### src/rtl/pong_pkg.sv
// Shared geometry, colour constants and types for the pong block renderer.
package pong_pkg;

  localparam int unsigned GridW      = 32;
  localparam int unsigned GridH      = 24;
  localparam int unsigned PaddleH    = 4;
  localparam int unsigned PaddleLCol = 1;
  localparam int unsigned PaddleRCol = 30;
  localparam int unsigned NetCol     = 16;

  typedef logic [4:0]  cell_t;
  typedef logic [11:0] rgb12_t;

  localparam rgb12_t ColorBg     = 12'h000;
  localparam rgb12_t ColorPaddle = 12'hFFF;
  localparam rgb12_t ColorBall   = 12'hF00;
  localparam rgb12_t ColorNet    = 12'h888;

  typedef enum logic [1:0] {
    StIdle,
    StDraw,
    StDone
  } state_e;

endpackage

### src/rtl/pong_cell_shader.sv
// Combinational priority colour for one grid cell: ball, then paddles, then net, else background.
module pong_cell_shader
  import pong_pkg::*;
#(
  parameter int unsigned PaddleHeight = PaddleH,
  parameter int unsigned LeftCol      = PaddleLCol,
  parameter int unsigned RightCol     = PaddleRCol,
  parameter int unsigned NetColumn    = NetCol
) (
  input  logic [4:0]  x_i,
  input  logic [4:0]  y_i,
  input  logic [4:0]  ball_x_i,
  input  logic [4:0]  ball_y_i,
  input  logic [4:0]  paddle_l_y_i,
  input  logic [4:0]  paddle_r_y_i,
  output logic [11:0] color_o
);

  // Bounds held at 6 bits so top + height cannot wrap; rows past the grid are never visited.
  function automatic logic in_paddle(input logic [4:0] row, input logic [4:0] top);
    logic [5:0] lo;
    logic [5:0] hi;
    lo = {1'b0, top};
    hi = lo + 6'(PaddleHeight);
    return ({1'b0, row} >= lo) && ({1'b0, row} < hi);
  endfunction

  logic hit_ball;
  logic hit_paddle;
  logic hit_net;

  always_comb begin
    hit_ball   = (x_i == ball_x_i) && (y_i == ball_y_i);
    hit_paddle = ((x_i == cell_t'(LeftCol)) && in_paddle(y_i, paddle_l_y_i)) ||
                 ((x_i == cell_t'(RightCol)) && in_paddle(y_i, paddle_r_y_i));
    hit_net    = (x_i == cell_t'(NetColumn)) && !y_i[0];

    color_o = ColorBg;
    if (hit_ball) begin
      color_o = ColorBall;
    end else if (hit_paddle) begin
      color_o = ColorPaddle;
    end else if (hit_net) begin
      color_o = ColorNet;
    end
  end

endmodule

### src/rtl/pong_frame_writer.sv
// Snapshots game positions on frame_start and streams one colour write per cell, row-major.
module pong_frame_writer
  import pong_pkg::*;
(
  input  logic        clk,
  input  logic        rst,
  input  logic        frame_start_i,
  input  logic [4:0]  ball_x_i,
  input  logic [4:0]  ball_y_i,
  input  logic [4:0]  paddle_l_y_i,
  input  logic [4:0]  paddle_r_y_i,
  output logic        wr_valid_o,
  input  logic        wr_ready_i,
  output logic [4:0]  wr_x_o,
  output logic [4:0]  wr_y_o,
  output logic [11:0] wr_color_o,
  output logic        busy_o,
  output logic        done_o,
  output logic        overrun_o
);

  state_e state_q, state_d;
  cell_t  x_q, x_d, y_q, y_d;
  cell_t  ball_x_q, ball_x_d, ball_y_q, ball_y_d;
  cell_t  pad_l_q, pad_l_d, pad_r_q, pad_r_d;
  logic   overrun_q, overrun_d;
  rgb12_t shade;

  always_ff @(posedge clk) begin
    if (rst) begin
      state_q   <= StIdle;
      x_q       <= '0;
      y_q       <= '0;
      ball_x_q  <= '0;
      ball_y_q  <= '0;
      pad_l_q   <= '0;
      pad_r_q   <= '0;
      overrun_q <= 1'b0;
    end else begin
      state_q   <= state_d;
      x_q       <= x_d;
      y_q       <= y_d;
      ball_x_q  <= ball_x_d;
      ball_y_q  <= ball_y_d;
      pad_l_q   <= pad_l_d;
      pad_r_q   <= pad_r_d;
      overrun_q <= overrun_d;
    end
  end

  always_comb begin
    state_d   = state_q;
    x_d       = x_q;
    y_d       = y_q;
    ball_x_d  = ball_x_q;
    ball_y_d  = ball_y_q;
    pad_l_d   = pad_l_q;
    pad_r_d   = pad_r_q;
    overrun_d = frame_start_i && (state_q != StIdle);

    unique case (state_q)
      StIdle: begin
        if (frame_start_i) begin
          ball_x_d = ball_x_i;
          ball_y_d = ball_y_i;
          pad_l_d  = paddle_l_y_i;
          pad_r_d  = paddle_r_y_i;
          x_d      = '0;
          y_d      = '0;
          state_d  = StDraw;
        end
      end
      StDraw: begin
        if (wr_ready_i) begin
          if (x_q == cell_t'(GridW - 1)) begin
            x_d = '0;
            if (y_q == cell_t'(GridH - 1)) begin
              y_d     = '0;
              state_d = StDone;
            end else begin
              y_d = y_q + 5'd1;
            end
          end else begin
            x_d = x_q + 5'd1;
          end
        end
      end
      StDone: state_d = StIdle;
      default: state_d = StIdle;
    endcase
  end

  pong_cell_shader u_shader (
    .x_i          (x_q),
    .y_i          (y_q),
    .ball_x_i     (ball_x_q),
    .ball_y_i     (ball_y_q),
    .paddle_l_y_i (pad_l_q),
    .paddle_r_y_i (pad_r_q),
    .color_o      (shade)
  );

  assign wr_valid_o = (state_q == StDraw);
  assign busy_o     = (state_q == StDraw);
  assign done_o     = (state_q == StDone);
  assign overrun_o  = overrun_q;
  assign wr_x_o     = x_q;
  assign wr_y_o     = y_q;
  // Blank the colour outside a sweep so idle outputs read as zero.
  assign wr_color_o = (state_q == StDraw) ? shade : '0;

endmodule

### config.mk
export PLATFORM = sky130hd
export DESIGN_NAME = pong_frame_writer
export DESIGN_NICKNAME = d
export VERILOG_FILES = /design/src/rtl/pong_pkg.sv /design/src/rtl/pong_cell_shader.sv /design/src/rtl/pong_frame_writer.sv
export SDC_FILE = /design/constraint.sdc
export NUM_CORES = 1
export LEC_CHECK = 0
export CORE_ASPECT_RATIO = 1.25
export CORE_MARGIN = 4
export CORE_UTILIZATION = 35
export CTS_CLUSTER_DIAMETER = 30
export DETAILED_ROUTE_END_ITERATION = 8
export HOLD_SLACK_MARGIN = 0.15
export PLACE_DENSITY = 0.7
export SYNTH_ARGS = -nofsm -noshare
export SYNTH_HDL_FRONTEND = slang
export SYNTH_SLANG_ARGS = --single-unit
### constraint.sdc
create_clock -name clk -period 5.1 [get_ports clk]
set_input_delay 1.53 -clock clk [delete_from_list [all_inputs] [get_ports clk]]
set_output_delay 1.53 -clock clk [all_outputs]
set_load 0.03 [all_outputs]
==> reports/metrics.yaml <==
layout:
  fin_area_sq_um: 2620
  finish.utilization: 0.471
  multi_input_area_sq_um: 1220
  diodes: 0
  final_net_count: 336
  final_common_cell: "clkdlybuf4s50_1"
  drive_above_1_share: 0.0590
  area_growth_pct: 27.1
  seq_area_sq_um: 661
  final_cell_mix: "clkdlybuf4s50_1, nand2_1, dfxtp_1, a21oi_1, ha_1"
  fill_cells: 546
sta:
  slew_violations: 0
  rsz0062_at_grt: "false"
  worst_slew_pin_slew_ps: 1170
  whs_ps: 462
  max_freq_ghz: 0.224
  fin_crit_ps: 4470
  setup_tns_ps: 0
  max_slew_margin: 0.220
  finalSetupViolCount: 0
  skew_ps: 13.8
  final_hold_viol_count: 0
  finalCritPeriodShare: 0.876
synthesis:
  ys_types: 41
  syn_inst: 250
  yosysSeqAreaShare: 0.321
  synth_edf_count: 0
  yosys_warnings: 0
  synthTopCellsByArea: "dfxtp_1, ha_1, nand2_1, a21oi_1, xor2_1"
  synth-seq-cells: 33
  async_flop_share: 0
  synth_area_leader_cell: "dfxtp_1"
  synth_area_sq_um: 2060
  synth_flop_cell: "dfxtp_1"
  synth_top_area_share: 0.321
  avgSynthCellArea_sq_um: 8.23
  syn_nets: 298
global_route:
  grt_pass1_vias: 1643
  overflow: 0
  grt_pass1_wl_um: 7690
  grtUsageTotal: 0.134
  grt_antenna_before_repair: 0
  grt_max_degree: 32
floorplan:
  fp.dieW_um: 76.6
  rows: 30
  dieArea_sq_um: 7180
  io_pins: 50
  coreArea_sq_um: 5560
  start_util: 0.370
  die_h_um: 93.7
placed_design:
  port_buffers: 49
  hpwl_um: 3500
  gp_congestion: 0.783
  place_area_sq_um: 2510
detailed_routing:
  drt_iter0_markers: 61
  antenna_left: 0
  viasPerCell: 4.90
  vias: 1726
  drc: 0
  routedWlPerCell_um: 12.9
  wl_um: 4530
  first_pass_iters: 4
clock_network:
  clock-root-buffer: "clkbuf_8"
  cts_tree: "done"
  cts.clk_slew.worst_paths_ps: 80
  cts_num_sinks: 33
  cts_max_path_buffers: 2
  clock_latency_ps: 290
  cts_resized: 0
  htreeDepth: 2
  numCtsBuffers: 5
  postCtsSetupRepairBufs: 0
  postCtsHoldBufs: 0
power:
  p_leak_nw: 1.02
  ir_drop_v: 0.000166
  p_int_uw: 480
  combinationalPowerShare: 0.220
  p_sw_uw: 188
  p_sw_frac: 0.281
  cellPowerDensity_nw_per_um2: 256
  seqPwrFrac: 0.429
  power.clock.fraction: 0.351
  totalPowerFinal_uw: 668
run:
  maxCapViolations: 0
worst_setup_path:
  arrival_ps: 2940
  reg2regPathDepth: 8
  crit_required_ps: 3570
  start_kind: "flip-flop"
  criticalPathCategory: "flip-flop to output port"
  end_kind: "output port"
  cp_max_fo: 6
outcome:
  outcome: "complete, no violations"
min_path:
  hold_class: "flip-flop to flip-flop"
  worstHoldPathCells: 2
## sequential cells by signal, summed over array words and instances (netlist names)
name,flops
wr_y_o,5
pad_r_q,5
overrun_o,1
pad_l_q,5
ball_x_q,5
state_q,2
ball_y_q,5
wr_x_o,5
## cell usage after synthesis (3+ instances only)
cell type	number
o21ai_0	7
nor3b_1	3
buf_1	3
inv_1	16
nand3_1	6
ha_1	24
buf_4	9
nand4_1	5
a21oi_1	32
dfxtp_1	33
nor3_1	4
xor2_1	10
clkbuf_1	4
nor2_1	5
xnor2_1	7
nand2_1	48
## routing by layer
layer	part of all wire	global-route usage	wire length, um
met5	0	0	0
met3	0.040	0.0365	183
met2	0.50	0.236	2260
met1	0.44	0.153	2010
met4	0.018	0.0544	80
## worst paths after layout
check | from | slack (ps) | to
worst max-delay path | wr_y_o[0] | 630 | wr_color_o[5]
worst min-delay path | pad_r_q[1] | 460 | pad_r_q[1]
worst max register to register | wr_x_o[0] | 2840 | wr_y_o[3]
worst min register to register | pad_r_q[1] | 460 | pad_r_q[1]
## critical path, stage by stage, from the launching register on
cell	delay, ps
dfxtp_1	430
inv_1	150
ha_1	230
nor3b_1	140
o21ai_0	190
a21oi_1	90
a311oi_1	210
a31oi_1	130
nor2_1	320
clkdlybuf4s50_1	750
## cell families after synthesis
group	share of synthesized area
AOI/OAI and AO/OA	0.153
muxes	0.00487
buffers and inverters	0.0876
adders and majority gates	0.146
and+or+nand+nor	0.215
DFF	0.321
xor gates and xnor gates	0.0724
## cell type report
cell class                      instances  area share
Tap cell                               64      0.0306
Inverter                               17      0.0244
Timing Repair Buffer                   49       0.188
Sequential cell                        33       0.253
Multi-Input combinational cell        182       0.465
Clock inverter                          2      0.0134
Clock buffer                            5      0.0263
## power by group through the flow
stage	logic [mW]	clock network, mW	registers [mW]
floorplan	0.0994	0	0.293
global placement	0.147	0	0.292
detailed placement	0.149	0	0.293
CTS	0.149	0.242	0.287
global route	0.164	0.254	0.289
finish	0.147	0.235	0.287
## stage by stage
stage          setup WS, ps  cells
2_1_floorplan          1110    250
3_3_place_gp            958    345
3_5_place_dp            924    345
4_1_cts                 581    352
5_1_grt                 456    352
6_report                630    352
(Power assumes the default switching activity.)
